## src/rtl/bcd_display_scan_pkg.sv

```systemverilog
// Shared constants for the BCD display scanner: segment patterns
// (active low, {g,f,e,d,c,b,a}), digit indices and FSM state encoding.
package bcd_disp_pkg;

    typedef logic [6:0] seg_t;
    typedef logic [1:0] dig_idx_t;

    localparam seg_t SEG_0    = 7'h40;
    localparam seg_t SEG_1    = 7'h79;
    localparam seg_t SEG_2    = 7'h24;
    localparam seg_t SEG_3    = 7'h30;
    localparam seg_t SEG_4    = 7'h19;
    localparam seg_t SEG_5    = 7'h12;
    localparam seg_t SEG_6    = 7'h02;
    localparam seg_t SEG_7    = 7'h78;
    localparam seg_t SEG_8    = 7'h00;
    localparam seg_t SEG_9    = 7'h10;
    localparam seg_t SEG_DASH = 7'h3F;
    localparam seg_t SEG_OFF  = 7'h7F;

    localparam dig_idx_t DIG_ONES = 2'd0;
    localparam dig_idx_t DIG_TENS = 2'd1;
    localparam dig_idx_t DIG_HUNS = 2'd2;

    localparam logic [0:0] GUARD = 1'b0;
    localparam logic [0:0] SHOW  = 1'b1;

    // Active-low anode pattern for one lit digit.
    function automatic logic [2:0] anode_sel(input dig_idx_t idx);
        case (idx)
            DIG_ONES: anode_sel = 3'b110;
            DIG_TENS: anode_sel = 3'b101;
            DIG_HUNS: anode_sel = 3'b011;
            default:  anode_sel = 3'b111;
        endcase
    endfunction

endpackage

```

## src/rtl/bcd_display_scan_if.sv

```systemverilog
// Bus between the BCD source and the display scanner.
// Handshake: load is a one-cycle qualifier for bcd_in with no ready/back-pressure;
// the scanner always accepts it. Display outputs are free-running registers, and
// frame_o marks the first cycle of each scan frame. dbg_state mirrors the FSM state.
interface bcd_display_scan_if;
    logic [11:0] bcd_in;
    logic        load;
    logic [2:0]  an_n;
    logic [6:0]  seg_n;
    logic        frame_o;
    logic [0:0]  dbg_state;

    modport master (output bcd_in, output load,
                    input an_n, input seg_n, input frame_o, input dbg_state);
    modport slave  (input bcd_in, input load,
                    output an_n, output seg_n, output frame_o, output dbg_state);
endinterface

```

## src/rtl/bcd_display_scan_seg_decode.sv

```systemverilog
// Combinational BCD nibble to active-low 7-segment decode; A-F shows a dash.
module bcd_seg_decode
    import bcd_disp_pkg::*;
(
    input  logic [3:0] nibble,
    output logic [6:0] seg_n
);

    // Table lookup, non-decimal nibbles fall through to the dash.
    always_comb begin
        case (nibble)
            4'd0:    seg_n = SEG_0;
            4'd1:    seg_n = SEG_1;
            4'd2:    seg_n = SEG_2;
            4'd3:    seg_n = SEG_3;
            4'd4:    seg_n = SEG_4;
            4'd5:    seg_n = SEG_5;
            4'd6:    seg_n = SEG_6;
            4'd7:    seg_n = SEG_7;
            4'd8:    seg_n = SEG_8;
            4'd9:    seg_n = SEG_9;
            default: seg_n = SEG_DASH;
        endcase
    end

endmodule

```

## src/rtl/bcd_display_scan.sv

```systemverilog
// 3-digit multiplexed 7-segment scanner with frame-synchronous value commit
// and an all-off guard interval at the start of every digit slot.
// Optional feature: define BCD_SCAN_LZB_EN for leading-zero blanking.
module bcd_display_scan
    import bcd_disp_pkg::*;
#(
    parameter int REFRESH_DIV  = 100000,
    parameter int GUARD_CYCLES = 2
) (
    input  logic               clk,
    input  logic               rst_n,
    bcd_display_scan_if.slave  bus
);

    localparam int CNT_W = (REFRESH_DIV > 1) ? $clog2(REFRESH_DIV) : 1;
    localparam logic [CNT_W-1:0] CNT_MAX = CNT_W'(REFRESH_DIV - 1);

    logic [CNT_W-1:0] cnt, cnt_nxt;
    dig_idx_t         idx, idx_nxt;
    logic [0:0]       state, state_nxt;
    logic             running;
    logic             frame_start;
    logic [11:0]      display, display_nxt;
    logic [11:0]      shadow, shadow_nxt;
    logic             pending, pending_nxt;
    logic [3:0]       nibble;
    logic             blank;
    logic [6:0]       dec_seg;
    logic [2:0]       an_r;
    logic [6:0]       seg_r;
    logic             frame_r;

    // Next slot position; the first edge after reset opens frame 0 without advancing.
    always_comb begin
        cnt_nxt     = cnt;
        idx_nxt     = idx;
        frame_start = 1'b0;
        if (!running) begin
            cnt_nxt     = '0;
            idx_nxt     = DIG_ONES;
            frame_start = 1'b1;
        end else if (cnt == CNT_MAX) begin
            cnt_nxt     = '0;
            idx_nxt     = (idx == DIG_HUNS) ? DIG_ONES : dig_idx_t'(idx + 2'd1);
            frame_start = (idx == DIG_HUNS);
        end else begin
            cnt_nxt = cnt + 1'b1;
        end
        state_nxt = (int'(cnt_nxt) < GUARD_CYCLES) ? GUARD : SHOW;
    end

    // Shadow capture and frame-boundary commit; a load on the boundary bypasses the shadow.
    always_comb begin
        display_nxt = display;
        shadow_nxt  = shadow;
        pending_nxt = pending;
        if (frame_start) begin
            if (bus.load) begin
                display_nxt = bus.bcd_in;
                shadow_nxt  = bus.bcd_in;
            end else if (pending) begin
                display_nxt = shadow;
            end
            pending_nxt = 1'b0;
        end else if (bus.load) begin
            shadow_nxt  = bus.bcd_in;
            pending_nxt = 1'b1;
        end
    end

    // Select the digit that will be on the display after this edge.
    always_comb begin
        case (idx_nxt)
            DIG_TENS: nibble = display_nxt[7:4];
            DIG_HUNS: nibble = display_nxt[11:8];
            default:  nibble = display_nxt[3:0];
        endcase
`ifdef BCD_SCAN_LZB_EN
        blank = ((idx_nxt == DIG_HUNS) && (display_nxt[11:8] == 4'd0)) ||
                ((idx_nxt == DIG_TENS) && (display_nxt[11:4] == 8'd0));
`else
        blank = 1'b0;
`endif
    end

    bcd_seg_decode u_dec (
        .nibble (nibble),
        .seg_n  (dec_seg)
    );

    // State, counters, value registers and registered outputs.
    always_ff @(posedge clk) begin
        if (!rst_n) begin
            cnt     <= '0;
            idx     <= DIG_ONES;
            state   <= GUARD;
            running <= 1'b0;
            display <= 12'h000;
            shadow  <= 12'h000;
            pending <= 1'b0;
            an_r    <= 3'b111;
            seg_r   <= SEG_OFF;
            frame_r <= 1'b0;
        end else begin
            cnt     <= cnt_nxt;
            idx     <= idx_nxt;
            state   <= state_nxt;
            running <= 1'b1;
            display <= display_nxt;
            shadow  <= shadow_nxt;
            pending <= pending_nxt;
            an_r    <= (state_nxt == SHOW) ? anode_sel(idx_nxt) : 3'b111;
            seg_r   <= ((state_nxt == SHOW) && !blank) ? dec_seg : SEG_OFF;
            frame_r <= frame_start;
        end
    end

    assign bus.an_n      = an_r;
    assign bus.seg_n     = seg_r;
    assign bus.frame_o   = frame_r;
    assign bus.dbg_state = state;

endmodule

```

## src/flat_wrapper.sv

```systemverilog
// flat-port wrapper written by rule: the top's interface ports become plain ports
module bcd_display_scan_flat import bcd_disp_pkg::*;
#(
    parameter int REFRESH_DIV  = 100000,
    parameter int GUARD_CYCLES = 2
)
  (clk, rst_n, bus_bcd_in, bus_load, bus_an_n, bus_seg_n, bus_frame_o, bus_dbg_state);
  bcd_display_scan_if bus_i ();
  input  logic clk;
  input  logic rst_n;
  input wire logic [$bits(bus_i.bcd_in)-1:0] bus_bcd_in;
  input wire logic [$bits(bus_i.load)-1:0] bus_load;
  output wire logic [$bits(bus_i.an_n)-1:0] bus_an_n;
  output wire logic [$bits(bus_i.seg_n)-1:0] bus_seg_n;
  output wire logic [$bits(bus_i.frame_o)-1:0] bus_frame_o;
  output wire logic [$bits(bus_i.dbg_state)-1:0] bus_dbg_state;
  assign bus_i.bcd_in = bus_bcd_in;
  assign bus_i.load = bus_load;
  assign bus_an_n = bus_i.an_n;
  assign bus_seg_n = bus_i.seg_n;
  assign bus_frame_o = bus_i.frame_o;
  assign bus_dbg_state = bus_i.dbg_state;
  bcd_display_scan #(.REFRESH_DIV(REFRESH_DIV), .GUARD_CYCLES(GUARD_CYCLES)) u_core (.clk(clk), .rst_n(rst_n), .bus(bus_i));
endmodule
```

## config.mk

```make
export PLATFORM = sky130hd
export DESIGN_NAME = bcd_display_scan_flat
export DESIGN_NICKNAME = d
export VERILOG_FILES = /design/src/rtl/bcd_display_scan_pkg.sv /design/src/rtl/bcd_display_scan_if.sv /design/src/rtl/bcd_display_scan_seg_decode.sv /design/src/rtl/bcd_display_scan.sv /design/src/flat_wrapper.sv
export SDC_FILE = /design/constraint.sdc
export NUM_CORES = 1
export LEC_CHECK = 0
export BUFFER_PORTS_ARGS = -buffer_cell sky130_fd_sc_hd__buf_2
export CAP_MARGIN = 10
export CORE_MARGIN = 2
export CORE_UTILIZATION = 35
export CTS_CLUSTER_SIZE = 10
export DETAILED_ROUTE_END_ITERATION = 10
export GPL_ROUTABILITY_DRIVEN = 1
export GPL_TIMING_DRIVEN = 0
export MAX_ROUTING_LAYER = met4
export PLACE_DENSITY_LB_ADDON = 0.2
export SLEW_MARGIN = 20
export SYNTH_ARGS = -nofsm -noshare
export SYNTH_HDL_FRONTEND = slang
export SYNTH_SLANG_ARGS = --single-unit
```

## constraint.sdc

```tcl
create_clock -name clk -period 4.7 [get_ports clk]
set_input_delay 1.41 -clock clk [delete_from_list [all_inputs] [get_ports clk]]
set_output_delay 1.41 -clock clk [all_outputs]
set_load 0.01 [all_outputs]
```

==> reports/qor.csv, run 1 <==
stage,metric,value,unit
run_status,status,"finished, final reports clean",
synth,count of cell types in the netlist,65,
global_route,GRT Residual Overflow,0,
hold_path,Hold WC Path Type,flop to flop,
synth,Synthesis Warnings,0,
cts,setup fix buffers added after clock tree synthesis,0,
synth,proportion of register bits with asynchronous set or reset after synthesis,0,%
route,routed wire length,6719,µm
floorplan,Die Y-Extent,97.57,µm
synth,Post-Syn Nets,371,
placement,count of input and output buffers,26,
synth,synthesized area per cell,8.908,µm²
floorplan,Starting Density,35.66,%
timing,Period minus WS final,3833,ps
synth,flop and latch count out of synthesis,57,
floorplan,Die Outline Area,9519,µm²
synth,count of flip-flops with a built-in enable after synthesis,0,
power,Comb pwr share,11.1,%
timing,largest clock skew in the final design,10.35,ps
floorplan,count of standard-cell rows,34,
global_route,pin count of the biggest net entering global routing,11,
route,remaining antenna violation count,0,
power,design internal power,0.0008528,W
layout,area of the multi-input gates,1728,µm²
power,power dissipated by switching net loads,0.0002776,W
floorplan,count of boundary I/O pins,27,
floorplan,overall die width,97.57,µm
placement,Final Wtd Congestion,0.8534,
layout,layout cell share with drive strength beyond 1,20.78,%
route,final routed wire length divided by cell count,13.63,µm
global_route,via count of the first global-routing pass,2351,
cts,"Clk Latency, worst-skew pair",330,ps
cts,CTS tree,built,
timing,"Setup violations, final",0,
cts,number of clock buffers inserted by TritonCTS,9,
timing,fraction of the cycle the final worst path needs,81.54,%
route,Initial DRT Pass Iterations,4,
synth,synthesized netlist cell count,344,
critical_path,maximum fanout encountered on the critical timing path,10,
layout,Layout fillers,894,
placement,placed wire-length estimate after detailed placement,4901,µm
cts,"Reg clk slew, reported paths",70,ps
route,total routed wire length on the met1 layer,3392,µm
timing,number of hold-slack violations in the final timing report,0,
job,# Max-Cap Violations,0,
global_route,GRT Resource Usage Total,15.14,%
timing,transition time of the tightest slew-check pin,683.3,ps
route,routed via count,2503,
timing,fmax,260.9,MHz
synth,post-synthesis sequential area ratio,37.24,%
global_route,first-pass GRT wire length,11360,µm
timing,RSZ-0062 raised after global routing,false,
power,VDD IR max,0.1305,mV
route,met3 layer wire length in the routed design,268,µm
layout,final-stage net count,408,
cts,Root Buffer Master,sky130_fd_sc_hd__clkbuf_8,
timing,Setup Total Neg Slack,0,ps
critical_path,critical path class,flop to flop,
cts,post-cts hold buffer count,0,
floorplan,Floorplan Core Area,8593,µm²
layout,register area,1141,µm²
cts,clock tree buffer depth,2,
layout,Antenna diodes,0,
power,PD cells,319.0,nW/µm²
cts,H-Tree Depth,3,
synth,ys flop type,sky130_fd_sc_hd__dfxtp_1,
critical_path,element type at the critical path start,flop,
route,routed length on met2,2924,µm
power,Seq pwr share,45.0,%
synth,netlist area before placement,3064,µm²
critical_path,required time worst endpoint,4920,ps
critical_path,CP Data Arrival Time,4050,ps
timing,max-slew violation count,0,
cts,cts repair resizes,0,
timing,final hold slack,482.5,ps
timing,worst slew slack as a fraction of its limit,54.45,%
route,vias per inst,5.077,
route,Max Used Layer,met4,
layout,Area growth syn-to-layout,15.64,%
cts,clock sink count,57,
power,leakage component of the power,1.418,nW
power,Sw Share,24.56,%
global_route,antenna violations before repair,0,
route,# DRC,0,
power,clock group share of total power,43.8,%
critical_path,CP Capture Type,flop,
route,drt first-iter violations,98,
-- kinds of logic (layout without fill, tap and decap cells) --
logic type	after synthesis	in the layout	synth area share, %
multiplexers	21	21	7.105
XOR/XNOR	18	18	5.145
AND/OR/NAND/NOR	141	141	23.56
adder cells (fa/ha/maj)	12	12	4.900
AO/OA/AOI/OAI	56	56	15.68
flip-flops	57	57	37.24
buffers and inverters	39	80	6.369
-- through the flow --
step	instances	setup slack [ps]	total power (W)	utilization, %	cell area (µm²)
2_1_floorplan	344	1436	0.0006113	-	3064
3_3_place_gp	478	768.7	0.0006450	38.74	3329
3_5_place_dp	478	745.7	0.0006469	38.74	3329
4_1_cts	493	835.3	0.001147	41.23	3543
5_1_grt	493	534.9	0.001177	41.23	3543
6_report	493	867.5	0.001130	41.23	3543
-- worst max-delay path, cell delays in order (launching register included) --
cell and delay, ps:
sky130_fd_sc_hd__dfxtp_1 390, sky130_fd_sc_hd__ha_1 290, sky130_fd_sc_hd__and4_1 230, sky130_fd_sc_hd__buf_6 140, sky130_fd_sc_hd__nand4_4 140, sky130_fd_sc_hd__buf_6 190
sky130_fd_sc_hd__nor3b_1 180, sky130_fd_sc_hd__a21oi_1 60, sky130_fd_sc_hd__nor2_1 200, sky130_fd_sc_hd__inv_1 130, sky130_fd_sc_hd__ha_1 410, sky130_fd_sc_hd__nand2_1 180
sky130_fd_sc_hd__o221ai_1 490, sky130_fd_sc_hd__inv_1 180, sky130_fd_sc_hd__ha_1 340, sky130_fd_sc_hd__inv_1 40, sky130_fd_sc_hd__a2bb2oi_1 130
-- final timing paths --
check	startpoint	endpoint	cells after the start	slack [ps]
max	u_core.cnt[0]	u_core.bus.seg_n[3]	16	870
min	u_core.cnt[0]	u_core.cnt[0]	1	480
max reg2reg	u_core.cnt[0]	u_core.bus.seg_n[3]	16	870
min reg2reg	u_core.cnt[0]	u_core.cnt[0]	1	480
-- layer usage --
layer / GRT usage (%) / vias up
li1: - / 1278
met1: 19.55 / 1168
met2: 22.97 / 44
met3: 3.453 / 13
met4: 6.090 / 0
met5: - / -
-- cell usage in the layout, fill, tap and decap left out, types with 10 or more instances in the layout --
cell	count
sky130_fd_sc_hd__ha_1	12
sky130_fd_sc_hd__nor2_1	56
sky130_fd_sc_hd__dfxtp_1	57
sky130_fd_sc_hd__nand3_1	18
sky130_fd_sc_hd__xnor2_1	10
sky130_fd_sc_hd__mux2i_1	15
sky130_fd_sc_hd__clkbuf_8	13
sky130_fd_sc_hd__nand2_1	26
sky130_fd_sc_hd__inv_1	15
sky130_fd_sc_hd__buf_2	32
-- flip-flops by register name (all words and copies together) (netlist names) --
name / flops
u_core.bus.seg_n: 7
u_core.bus.an_n: 3
u_core.bus.dbg_state: 1
u_core.running: 1
u_core.idx: 2
u_core.cnt: 17
u_core.pending: 1
u_core.bus.frame_o: 1
u_core.shadow: 12
u_core.display: 12
-- final cells by class --
class / instances / area share (%)
Timing Repair Buffer: 26 / 3.672
Sequential cell: 57 / 32.20
Inverter: 18 / 1.977
Clock buffer: 13 / 5.049
Buffer: 21 / 3.531
Multi-Input combinational cell: 248 / 48.76
Tap cell: 108 / 3.814
Clock inverter: 2 / 0.9887
-- synthesized netlist by cell type (5+ instances only) --
cell	n	share of area, %
sky130_fd_sc_hd__mux2i_1	15	4.9
sky130_fd_sc_hd__inv_1	15	1.8
sky130_fd_sc_hd__xor2_1	8	2.3
sky130_fd_sc_hd__buf_2	6	0.98
sky130_fd_sc_hd__nand3_1	18	2.9
sky130_fd_sc_hd__o21ai_1	7	1.1
sky130_fd_sc_hd__nand2_1	26	3.2
sky130_fd_sc_hd__ha_1	12	4.9
sky130_fd_sc_hd__nor2_1	56	6.9
sky130_fd_sc_hd__dfxtp_1	57	37
sky130_fd_sc_hd__a32oi_1	5	1.4
sky130_fd_sc_hd__and3_1	8	1.6
sky130_fd_sc_hd__a31oi_1	6	1.2
sky130_fd_sc_hd__mux2_2	5	1.8
sky130_fd_sc_hd__xnor2_1	10	2.9
sky130_fd_sc_hd__a21oi_1	6	0.98
sky130_fd_sc_hd__clkbuf_1	7	0.86
-- power by group through the flow --
stage / Combinational, W / Clock [W] / Sequential, W
5_1_grt: 0.000141 / 0.000525 / 0.000510
3_3_place_gp: 0.000126 / 0 / 0.000519
3_5_place_dp: 0.000127 / 0 / 0.000520
6_report: 0.000126 / 0.000495 / 0.000509
2_1_floorplan: 0.0000915 / 0 / 0.000520
4_1_cts: 0.000128 / 0.000511 / 0.000509
Note: power is estimated with default switching activity, not from simulation.
==> run 2: changes to the inputs <==
--- a/config.mk
+++ b/config.mk
@@ -5,6 +5,7 @@
 export SDC_FILE = /design/constraint.sdc
 export NUM_CORES = 1
 export LEC_CHECK = 0
+export ABC_AREA = 1
 export BUFFER_PORTS_ARGS = -buffer_cell sky130_fd_sc_hd__buf_2
 export CAP_MARGIN = 10
 export CORE_MARGIN = 2
==> constraint.sdc (replaced) <==
create_clock -name clk -period 3.8 [get_ports clk]
set_input_delay 1.14 -clock clk [delete_from_list [all_inputs] [get_ports clk]]
set_output_delay 1.14 -clock clk [all_outputs]
set_load 0.01 [all_outputs]
==> reports/qor.csv, run 2 <==
stage,metric,value,unit,change
layout,Area growth syn-to-layout,15.14,%,
layout,"commonest non-fill, non-tap cells in the layout","sky130_fd_sc_hd__nand2_1, sky130_fd_sc_hd__dfxtp_1, sky130_fd_sc_hd__nor2_1",,
critical_path,CP most frequent cell,sky130_fd_sc_hd__nand3_1,,
synth,most frequent cell after synthesis,sky130_fd_sc_hd__nand2_1,,
critical_path,slowest stage cell on the critical path,sky130_fd_sc_hd__ha_1,,
critical_path,maximum fanout encountered on the critical timing path,7,,-3
synth,ys flop type,sky130_fd_sc_hd__dfxtp_1,,
synth,fraction of post-synthesis cell area in the top cell type by area,36.91,%,-0.33 points
timing,fmax,318.3,MHz,+22%
cts,"Reg clk slew, reported paths",70,ps,about the same
floorplan,overall die width,97.99,µm,+0.43%
layout,register with the most flip-flops,u_core.cnt,,
placement,placed wire-length estimate after detailed placement,5608,µm,+14%
placement,count of input and output buffers,25,,-3.8%
cts,Root Buffer Master,sky130_fd_sc_hd__clkbuf_8,,
cts,post-cts hold buffer count,0,,unchanged
critical_path,startpoint of the lowest-slack register-to-register path,u_core.cnt[0],,
route,remaining antenna violation count,0,,unchanged
route,routed wire length,7408,µm,+10%
timing,max-slew violation count,0,,unchanged
cts,CTS tree,built,,
synth,top cell type by total area after synthesis,sky130_fd_sc_hd__dfxtp_1,,
timing,final hold slack,463.5,ps,-18.99 ps
synth,Synthesis Warnings,0,,unchanged
placement,"number of placed instances, taps included",575,,+20%
critical_path,Worst setup startpoint,u_core.cnt[0],,
timing,number of hold-slack violations in the final timing report,0,,unchanged
critical_path,required time worst endpoint,4020,ps,-900 ps
job,# Max-Cap Violations,0,,unchanged
route,final routed wire length divided by cell count,12.53,µm,-8.0%
synth,proportion of register bits with asynchronous set or reset after synthesis,0,%,unchanged
power,VDD IR max,0.1760,mV,+35%
layout,Antenna diodes,0,,unchanged
synth,post-synthesis sequential area ratio,36.91,%,-0.33 points
critical_path,CP Capture Type,flop,,
power,leakage component of the power,1.544,nW,+8.9%
cts,"Clk Latency, worst-skew pair",340,ps,about the same
route,Initial DRT Pass Iterations,4,,unchanged
run_status,status,"finished, final reports clean",,
timing,largest clock skew in the final design,10.61,ps,+0.2592 ps
synth,flop and latch count out of synthesis,57,,unchanged
critical_path,critical path class,flop to flop,,
route,drt first-iter violations,93,,-5.1%
timing,worst setup slack after layout,658.3,ps,-209.1 ps
synth,count of cell types in the netlist,32,,-51%
route,routed via count,2843,,+14%
synth,Post-Syn Nets,469,,+26%
timing,Setup Total Neg Slack,0,ps,unchanged
floorplan,Die Y-Extent,97.99,µm,+0.43%
cts,clock sink count,57,,unchanged
route,# DRC,0,,unchanged
cts,H-Tree Depth,3,,unchanged
critical_path,Worst R2R Path Depth,15,,-1
floorplan,count of boundary I/O pins,27,,unchanged
timing,fraction of the cycle the final worst path needs,82.68,%,+1.1 points
synth,top cell types by occurrence after synthesis,"sky130_fd_sc_hd__nand2_1, sky130_fd_sc_hd__dfxtp_1, sky130_fd_sc_hd__nor2_1",,
timing,worst slew slack as a fraction of its limit,60.07,%,+5.6 points
layout,final instance count without filler cells,591,,+20%
global_route,GRT Residual Overflow,0,,unchanged
floorplan,Die Outline Area,9601,µm²,+0.86%
placement,Post-Place Worst Slack,667.3,ps,-78.41 ps
cts,clock tree buffer depth,2,,unchanged
global_route,via count of the first global-routing pass,2857,,+22%
synth,top cells by area in the synthesized netlist,"sky130_fd_sc_hd__dfxtp_1, sky130_fd_sc_hd__nand2_1, sky130_fd_sc_hd__nand3_1",,
global_route,first-pass GRT wire length,12940,µm,+14%
layout,"flip-flop count of the largest register, all copies and words added",17,,unchanged
cts,cts repair resizes,0,,unchanged
cts,number of clock buffers inserted by TritonCTS,9,,unchanged
hold_path,Hold WC Path Type,flop to flop,,
layout,"most common cell after layout, fill and taps aside",sky130_fd_sc_hd__nand2_1,,
critical_path,element type at the critical path start,flop,,
floorplan,Floorplan Core Area,8636,µm²,+0.50%
synth,synthesized area per cell,6.995,µm²,-21%
power,PD cells,384.1,nW/µm²,+20%
critical_path,end of the critical path,u_core.bus.seg_n[3],,
placement,Final Wtd Congestion,0.8329,,-2.4%
critical_path,worst setup slack for register-to-register paths,660,ps,-210 ps
cts,setup fix buffers added after clock tree synthesis,0,,unchanged
critical_path,capturing point of the worst reg2reg path,u_core.bus.seg_n[3],,
global_route,antenna violations before repair,0,,unchanged
layout,final-stage net count,505,,+24%
global_route,pin count of the biggest net entering global routing,11,,unchanged
floorplan,count of standard-cell rows,34,,unchanged
timing,transition time of the tightest slew-check pin,598.9,ps,-84.39 ps
synth,netlist area before placement,3092,µm²,+0.90%
floorplan,Starting Density,35.80,%,+0.14 points
critical_path,CP Data Arrival Time,3360,ps,-690 ps
layout,largest registers,"u_core.cnt (17), u_core.display (12), u_core.shadow (12)",,
timing,Period minus WS final,3142,ps,-690.9 ps
layout,layout cell share with drive strength beyond 1,18.63,%,-2.1 points
timing,RSZ-0062 raised after global routing,false,,
critical_path,max incr delay on CP,460,ps,-30 ps
critical_path,cells along the critical path,ha_1 -> nand3_1 -> nor2_2 -> nand3_1 -> nand3b_1 -> a21oi_1 -> inv_1 -> ha_1 -> inv_1 -> nand2_1 -> nand2_2 -> ha_1 -> nand3_1 -> nand3_1 -> nand3_2,,
synth,synthesized netlist cell count,442,,+28%
synth,count of flip-flops with a built-in enable after synthesis,0,,unchanged
global_route,GRT Resource Usage Total,17.38,%,+2.2 points
route,vias per inst,4.810,,-5.3%
timing,"Setup violations, final",0,,unchanged
## run 2: power by group
group / total, W / switching, W / leakage, nW / internal (W)
Clock: 0.000598 / 0.000242 / 0.107 / 0.000356
Sequential: 0.000627 / 0.00000859 / 0.465 / 0.000618
Combinational: 0.000143 / 0.0000932 / 0.972 / 0.0000494
Total: 0.00137 / 0.000343 / 1.54 / 0.00102
## run 2: logic make-up after synthesis
group           count (synthesis)  share of synthesized area [%]
fa+ha+maj                      12                          4.856
compound gates                 44                          8.418
xor+xnor                        2                         0.5667
flops                          57                          36.91
simple gates                  265                          40.43
mux                             3                         0.9713
buf+inv                        59                          7.851
## run 2: worst min path at each step
stage	startpoint	endpoint	slack, ps	cells after the start
floorplan	u_core.cnt[0]	u_core.cnt[0]	430	1
global placement	u_core.shadow[10]	u_core.shadow[10]	450	2
detailed placement	u_core.shadow[4]	u_core.shadow[4]	450	2
CTS	u_core.shadow[4]	u_core.shadow[4]	460	2
global route	u_core.cnt[0]	u_core.cnt[0]	480	1
finish	u_core.shadow[9]	u_core.shadow[9]	460	2
## run 2: layout make-up
class | count | area (µm²)
clock inverters | 2 | 35.03
inverters | 46 | 175.2
plain buffers | 13 | 67.56
repair buffers | 25 | 125.1
clock buffers | 14 | 172.7
flip-flops and latches | 57 | 1141
multi-input cells | 326 | 1708
fillers | 956 | 5076
well taps | 108 | 135.1
## run 2: metrics by stage
stage	util, %	instance area, µm²	total power (W)
5_1_grt	41.22	3560	0.001434
4_1_cts	41.22	3560	0.001384
3_5_place_dp	38.81	3352	0.0007838
3_3_place_gp	38.81	3352	0.0007822
6_report	41.22	3560	0.001367
2_1_floorplan	-	3092	0.0007429
## run 2: metal layers
layer | up-vias | GRT usage (%) | wire length, µm
li1 | 1491 | - | -
met1 | 1308 | 20.24 | 3440
met2 | 30 | 28.29 | 3597
met3 | 14 | 5.297 | 232
met4 | 0 | 6.410 | 138
met5 | - | - | 0
## run 2: worst max-delay path: cells and delay by family, from the launching register on
family | cells | cell delay [ps]
fa+ha+maj | 3 | 980
simple gates | 9 | 1160
flops | 1 | 360
buf+inv | 2 | 290
compound gates | 1 | 240
